--- src/rtl/iter_alu.sv ---
// Iterative ALU: single-cycle logic/arith/shift ops plus a shift-add multiplier.
// Define ITER_ALU_MUL_EN to build the multiplier; otherwise code 1100 returns 0.
module iter_alu #(
  parameter int MUL_BPC = 1
) (
  input  logic        clk_i,
  input  logic        rst_i,
  input  logic        start_i,
  input  logic [3:0]  ctrl_i,
  input  logic [31:0] src1_i,
  input  logic [31:0] src2_i,
  input  logic [4:0]  shamt_i,
  output logic [31:0] result_o,
  output logic        zero_o,
  output logic        busy_o,
  output logic        done_o
);

  localparam logic [3:0] CTRL_AND  = 4'b0000;
  localparam logic [3:0] CTRL_OR   = 4'b0001;
  localparam logic [3:0] CTRL_ADD  = 4'b0010;
  localparam logic [3:0] CTRL_SUB  = 4'b0110;
  localparam logic [3:0] CTRL_SLT  = 4'b0111;
  localparam logic [3:0] CTRL_SLE  = 4'b0011;
  localparam logic [3:0] CTRL_SRA  = 4'b1000;
  localparam logic [3:0] CTRL_SRAV = 4'b1001;
  localparam logic [3:0] CTRL_MUL  = 4'b1100;

  if (!(MUL_BPC == 1 || MUL_BPC == 2 || MUL_BPC == 4)) begin : g_bad_bpc
    $error("iter_alu: MUL_BPC must be 1, 2 or 4");
  end

  typedef enum logic {S_IDLE, S_MUL} state_e;

  state_e      state_q, state_d;
  logic [31:0] result_q, result_d;
  logic        zero_q, zero_d;
  logic        done_q, done_d;
  logic [31:0] alu_res;

  function automatic logic [31:0] alu_op(input logic [3:0]  ctrl,
                                         input logic [31:0] a,
                                         input logic [31:0] b,
                                         input logic [4:0]  shamt);
    logic signed [31:0] sa;
    logic signed [31:0] sb;
    logic signed [31:0] sh;
    logic [31:0]        res;
    sa  = a;
    sb  = b;
    sh  = '0;
    res = '0;
    case (ctrl)
      CTRL_AND:  res = a & b;
      CTRL_OR:   res = a | b;
      CTRL_ADD:  res = a + b;
      CTRL_SUB:  res = a - b;
      CTRL_SLT:  res = {31'b0, sa < sb};
      CTRL_SLE:  res = {31'b0, sa <= sb};
      CTRL_SRA: begin
        sh  = sb >>> shamt;
        res = sh;
      end
      CTRL_SRAV: begin
        sh  = sb >>> a[4:0];
        res = sh;
      end
      default:   res = '0;
    endcase
    return res;
  endfunction

  assign alu_res = alu_op(ctrl_i, src1_i, src2_i, shamt_i);

`ifdef ITER_ALU_MUL_EN
  localparam int         MUL_CYCLES = 32 / MUL_BPC;
  localparam logic [5:0] CNT_LAST   = 6'(MUL_CYCLES - 1);

  logic [31:0] mcand_q, mcand_d;
  logic [31:0] mplier_q, mplier_d;
  logic [31:0] acc_q, acc_d;
  logic [5:0]  cnt_q, cnt_d;
  logic [31:0] acc_step;

  // Retire the low MUL_BPC multiplier bits into the accumulator.
  function automatic logic [31:0] mul_step(input logic [31:0] acc,
                                           input logic [31:0] mcand,
                                           input logic [31:0] mplier);
    logic [31:0] sum;
    sum = acc;
    for (int j = 0; j < MUL_BPC; j++) begin
      if (mplier[j]) sum = sum + (mcand << j);
    end
    return sum;
  endfunction

  assign acc_step = mul_step(acc_q, mcand_q, mplier_q);
`endif

  always_ff @(posedge clk_i) begin
    if (!rst_i) begin
      state_q  <= S_IDLE;
      result_q <= '0;
      zero_q   <= 1'b1;
      done_q   <= 1'b0;
`ifdef ITER_ALU_MUL_EN
      mcand_q  <= '0;
      mplier_q <= '0;
      acc_q    <= '0;
      cnt_q    <= '0;
`endif
    end else begin
      state_q  <= state_d;
      result_q <= result_d;
      zero_q   <= zero_d;
      done_q   <= done_d;
`ifdef ITER_ALU_MUL_EN
      mcand_q  <= mcand_d;
      mplier_q <= mplier_d;
      acc_q    <= acc_d;
      cnt_q    <= cnt_d;
`endif
    end
  end

  always_comb begin
    state_d = state_q;
    case (state_q)
      S_IDLE: begin
`ifdef ITER_ALU_MUL_EN
        if (start_i && ctrl_i == CTRL_MUL) state_d = S_MUL;
`endif
      end
      S_MUL: begin
`ifdef ITER_ALU_MUL_EN
        if (cnt_q == CNT_LAST) state_d = S_IDLE;
`else
        state_d = S_IDLE;
`endif
      end
      default: state_d = S_IDLE;
    endcase
  end

  always_comb begin
    result_d = result_q;
    zero_d   = zero_q;
    done_d   = 1'b0;
`ifdef ITER_ALU_MUL_EN
    mcand_d  = mcand_q;
    mplier_d = mplier_q;
    acc_d    = acc_q;
    cnt_d    = cnt_q;
`endif
    case (state_q)
      S_IDLE: begin
        if (start_i) begin
`ifdef ITER_ALU_MUL_EN
          if (ctrl_i == CTRL_MUL) begin
            mcand_d  = src1_i;
            mplier_d = src2_i;
            acc_d    = '0;
            cnt_d    = '0;
          end else begin
            result_d = alu_res;
            zero_d   = (alu_res == '0);
            done_d   = 1'b1;
          end
`else
          result_d = alu_res;
          zero_d   = (alu_res == '0);
          done_d   = 1'b1;
`endif
        end
      end
      S_MUL: begin
`ifdef ITER_ALU_MUL_EN
        acc_d    = acc_step;
        mcand_d  = mcand_q << MUL_BPC;
        mplier_d = mplier_q >> MUL_BPC;
        cnt_d    = cnt_q + 6'd1;
        if (cnt_q == CNT_LAST) begin
          result_d = acc_step;
          zero_d   = (acc_step == '0);
          done_d   = 1'b1;
          cnt_d    = '0;
        end
`endif
      end
      default: ;
    endcase
  end

  assign result_o = result_q;
  assign zero_o   = zero_q;
  assign done_o   = done_q;
`ifdef ITER_ALU_MUL_EN
  assign busy_o   = (state_q == S_MUL);
`else
  assign busy_o   = 1'b0;
`endif

endmodule

--- config.mk ---
export PLATFORM = sky130hd
export DESIGN_NAME = iter_alu
export DESIGN_NICKNAME = d
export VERILOG_FILES = /design/src/rtl/iter_alu.sv
export SDC_FILE = /design/constraint.sdc
export NUM_CORES = 1
export LEC_CHECK = 0
export ABC_AREA = 1
export BUFFER_PORTS_ARGS = -buffer_cell sky130_fd_sc_hd__buf_2
export CORE_ASPECT_RATIO = 0.7
export CORE_MARGIN = 1
export CORE_UTILIZATION = 31
export DETAILED_ROUTE_END_ITERATION = 12
export HOLD_SLACK_MARGIN = 0.08
export PLACE_DENSITY = 0.53
export SLEW_MARGIN = 20
export SYNTH_ARGS = -nofsm -noshare
export SYNTH_HDL_FRONTEND = slang
export SYNTH_SLANG_ARGS = --single-unit
--- constraint.sdc ---
create_clock -name clk_i -period 2.81 [get_ports clk_i]
set_input_delay 0.7025 -clock clk_i [delete_from_list [all_inputs] [get_ports clk_i]]
set_output_delay 0.7025 -clock clk_i [all_outputs]
set_load 0.1 [all_outputs]
After elaboration in Yosys (flattened, before gate mapping). Index checks and enable logic that the tools add are counted.

Add/sub/neg operators: 2. $lt $le $gt $ge: 2. Equal/unequal tests: 7. Shift operators: 2. Multiplexer cells: 2. Bitwise gates (word level): 2. Reduce and logical (&&, ||, !) cells: 2.

Operators by type and width (number): one-hot mux 32 bit (8 select lines) (1); >>> shifter 32 x 5 -> 32 bit (2); adder 32 bit (1); AND 32 bit (1); <= comparator 32 bit (1); zero test 32 bit (1); less-than comparator 32 bit (1); bitwise OR 32 bit (1); subtractor 32 bit (1); == test 4 x 2 -> 1 bit, second input constant (2); == test 4 x 3 -> 1 bit, second input constant (2); == test 4 bit, second input constant (2); == test 4 x 1 -> 1 bit, second input constant (1); zero test 4 bit (1); 2-to-1 mux 1 bit (1).

Flip-flop bits (word level): 34. Input bits: 76. Output and inout port bits: 35. Logic and storage cells: 22.

Depth between registers and ports, before layout.
Word-level depth: 3. Depth in mapped cells: 25. Mapped depth without buffers: 24.

Worst setup path before layout. OpenSTA, ideal clock, no wires.

Path kind: input to register. From: in src2_i[16]. To: reg zero_q, in the netlist zero_o. Setup time: 61 ps. Arrival time: 2668 ps. Data required time: 2749 ps. Path slack: 81 ps. Stages on the path: 21. Path buffers: 1. Cells stage by stage: inv_1 > ha_1 > clkbuf_1 > nand2_1 > nor2_1 > inv_1 > nor2_1 > nand4_1 > nand3_1 > nand2_1 > nand2_1 > nand2_1 > nand2_1 > nor2_1 > nor2_1 > nand2_1 > nor2_1 > nand2_1 > nor2_1 > nand3_1 > nand2_1.

Cells in the longest elaborated chain, start to end: 3. Elaborated cells between the ends (all ways): 10. Classes of those cells: add/sub: 2; order compare: 2; shift: 2; mux: 1; bitwise: 2; reduce/logical: 1.

Ends and longest elaborated chain: start, declared (line 11) `input logic [31:0] src2_i,`; subtractor 32 bit, or another cell as far along (line 57) `CTRL_SUB: res = a - b;`; one-hot mux 32 bit (8 select lines) (*) (line 53) `case (ctrl)`; zero test 32 bit (*) (line 171) `zero_d = (alu_res == '0);`; end signal, assigned (line 115) `zero_q <= zero_d;`; end, declared (line 37) `logic zero_q, zero_d;`.

Mark *: on every way between the ends. The rest lies on a longest branch, timed or not. A chain may end at the register's enable or synchronous reset.

Worst setup path after layout.
From: in src2_i[1]. To: reg zero_q, in the netlist zero_o.

The elaborated chain is that of the path after synthesis.

==> run summary <==
The run finished, with violations left. The area of the core is 29300 µm². The critical path arrival is 3.17 ns. For this run, the share of the core covered by cells in the final layout is 0.549. The top cell type's share of synthesized area came out at 0.233. 111 I/O pins were placed. The initial cell density of the core came out at 0.320. The count of unresolved DRC violations after routing came out at 0. The worst-skew pair later-pin latency is 0.29 ns. The relative contribution of sequential cells to total power came out at 0.116.

The share of total power dissipated in combinational logic is 0.756. The startpoint kind of the worst setup timing path is an input port. The number of warnings reported in the yosys synthesis log is 0.

Entering global routing, the biggest net connects 33 pins. Counting both buffers and inverters, the worst setup path holds a total of 4. The synthesized cell area came out at 9380 µm². In this run the power spent charging and discharging nets is 0.00231 W. The detail-routed net length per standard cell came out at 18.5 µm. The worst-margin pin slew is 0.541 ns. The number of fill cells in the layout is 3056. The root buffer cell chosen for the clock tree is clkbuf_16. The area growth from synthesis to layout is 71.8%. The total wirelength of the detailed-routed design came out at 52300 µm. The checks that failed: negative setup slack. The number of nets in the layout came out at 2599.

The maximum net fanout on the critical path came out at 3. The final global-route overflow total is 0. The number of instances in the synthesized netlist came out at 1853. The width of the die is 210 µm. The internal portion of the total power is 0.00228 W. The peak supply drop came out at 200 µV.

After synthesis, the cell types taking the most area are nand2_1 23%, nand3_1 16%, ha_1 13%. The count of unique library cells instantiated by Yosys is 38. The TritonCTS clock tree is done.

Once routing completed, OpenROAD measured the worst setup slack at -0.121 ns. The clock arrives with 0 ns of skew. Routability-driven placement finished with a final weighted congestion of 1.01.

Counting flops with an async set or reset pin after synthesis yields a share of 0. The number of hold buffers added after CTS was 0. The detailed-route via count is 14233.

The clock net sink count is 34. The share of cells above drive strength 1 came out at 0.419. The number of cell rows came out at 52.

Walking the worst path, the cells encountered are buf_6 > buf_6 > buf_6 > fa_2 > inv_2 > nand2_2 > nand2_4 > and2_4 > nand4_1 > nand3_1 > nand2_1 > nand3_2 > nand3b_1 > a21oi_2 > nand2_1 > nor2_2 > nand2_2 > nor2_4 > nand3_2 > nand2_1. The number of hold violations in the final report is 0. The most instantiated flip-flop cell in the synthesis netlist is dfxtp_1.

The placed cell count came out at 2781. The number of port buffers is 109. On the critical path the largest part of the delay comes from simple AND/OR/NAND/NOR gates.

The number of buffers added by the clock tree synthesis step came out at 5. After layout, the minimum clock period comes to 2.93 ns. The final cell count without fillers is 2832. The overall power came out at 0.00459 W. In this run the static leakage power is 8.74 nW. The number of vias per cell after detailed routing is 5.03. The first-iteration detailed-routing DRC count came out at 1417. CTS built an H-tree with a depth of 2. Once detailed placement completed, the half-perimeter wirelength came to 44700 µm. The standard cell with the maximum stage delay on the critical path is fa_2. The number of antenna violations at the first check in global routing came out at 1.

Synthesis inferred 34 register bits. The die extent in y is 148 µm. STA classifies the critical path endpoint as a flop.

For this run, the slowest stage of the critical path takes 0.42 ns. The slack of the worst reg-to-reg path came out at 2.03 ns. The headroom to the max-slew limit is 0.639.

The number of antenna-violating nets in the routed design is 0. The net count after synthesis came out at 2027. The average footprint of a synthesized cell is 5.06 µm².

The final period utilization is 1.04. Across the run, the number of max-cap violations was 0. After clock tree synthesis, the clock-pin slew on the worst setup and hold paths is 0.06 ns. The first global-routing pass estimated 77100 µm of wire. The overall fraction of global-route tracks in use came out at 0.331. The share of the Yosys chip area taken by registers is 0.0725. The portion of total power attributed to the clock network is 0.127. The synthesized design spends more area on one cell type than any other, namely nand2_1. The fraction of power spent switching nets is 0.504. Before antenna repair, the detailed router went through 5 iterations. The maximum number of buffers from clock root to sink came out at 2. The via count of the first global-routing pass came out at 13247. The number of failing setup endpoints in the final timing report came out at 4. The worst hold-check path type is reg2reg. The critical path data required time came out at 3.05 ns. The number of synthesized flops with an enable pin came out at 0. Setup repair after global routing could not meet its margin everywhere. The final count of pins violating max slew is 0. The total power density per cell area is 285 nW/µm².

The critical path is of the in2reg type. The highest clock frequency the design can meet is 341 MHz. The die area came out at 31000 µm².
==> worst reg2reg max path: cells and delay by family (launching register included) <==
family / cells / cell delay, ns
flops: 1 / 0.34
compound gates: 1 / 0.25
simple gates: 1 / 0.09
==> kinds of logic after synthesis <==
kind of cell,after synthesis,synth area share
AO/OA/AOI/OAI,214,0.131
AND/OR/NAND/NOR,1146,0.512
flip-flops,34,0.0725
XOR/XNOR,2,0.00187
buffers and inverters,358,0.150
adder cells (fa/ha/maj),98,0.132
other,1,0.000400
==> cell usage in the layout (no fill, tap or decap), drive strengths merged, types with 6 or more instances in the layout <==
| cell type | instances |
|---|---|
| a21oi | 89 |
| buf | 631 |
| clkbuf | 7 |
| dfxtp | 34 |
| ha | 96 |
| inv | 291 |
| nand2 | 583 |
| nand3 | 299 |
| nand3b | 6 |
| nand4 | 17 |
| nor2 | 208 |
| nor3 | 20 |
| o211ai | 18 |
| o21ai | 71 |
| o21bai | 9 |
| o22ai | 15 |
| or2 | 7 |
==> through the flow <==
stage          hold slack, ns  worst slack, ns  cell area [µm²]  setup TNS (ns)
3_3_place_gp            0.459           -0.844            13900          -12.03
3_5_place_dp            0.466           -0.834            13900          -11.77
2_1_floorplan           0.841           0.0809             9380               0
4_1_cts                 0.480         0.000383            15400               0
6_report                0.474           -0.121            16100          -0.268
5_1_grt                 0.512           -0.234            16100           -1.08
==> registers in the layout, summed over array words and instances, names as in the netlist <==
name and cells:
result_o 32, done_o 1, zero_o 1
==> power groups by stage <==
stage | Sequential, W | Clock (W) | Combinational, W
floorplan | 0.000794 | 0 | 0.00122
global placement | 0.000544 | 0 | 0.00288
detailed placement | 0.000545 | 0 | 0.00288
CTS | 0.000535 | 0.000594 | 0.00322
global route | 0.000538 | 0.000618 | 0.00371
finish | 0.000534 | 0.000584 | 0.00347
==> Yosys cell counts (4+ instances only) <==
cell type	number
a21oi_1	89
buf_2	19
buf_4	4
clkbuf_1	37
dfxtp_1	34
ha_1	96
inv_1	288
nand2_1	582
nand3_1	299
nand3b_1	6
nand4_1	17
nor2_1	207
nor3_1	20
o211ai_1	18
o21ai_0	66
o21bai_1	9
o22ai_1	15
or2_2	7
==> path summary, 6_finish.rpt <==
kind / startpoint / end / depth (start not counted)
setup / recovery: src2_i[1] / zero_o / 20
hold / removal: result_o[31] / result_o[31] / 2
setup reg to reg: zero_o / zero_o / 2
hold reg to reg: result_o[31] / result_o[31] / 2
==> layout make-up <==
class	instances	area [µm²]	area share
antenna	1	2.50	0.000155
clock buffer	7	143	0.00885
clock inverter	1	5.00	0.000310
inverter	292	1100	0.0685
multi-input combinational	1461	8890	0.552
sequential	34	681	0.0422
tap	405	507	0.0314
timing repair buffer	631	4790	0.297
==> routing by layer <==
layer  track usage  share of wire  wire, µm
met1         0.492           0.49     25400
met2         0.480           0.40     20800
met3        0.0688          0.093      4860
met4        0.0726          0.023      1220
met5             0              0         0
==> repair_timing <==
| item | in CTS | in global routing |
|---|---|---|
| resized for setup | 306 | 195 |
| setup endpoints to repair | 20 | 20 |
| setup buffers | 33 | 11 |
| pin swaps | 78 | 79 |
Note: power is estimated with default switching activity, not from simulation.
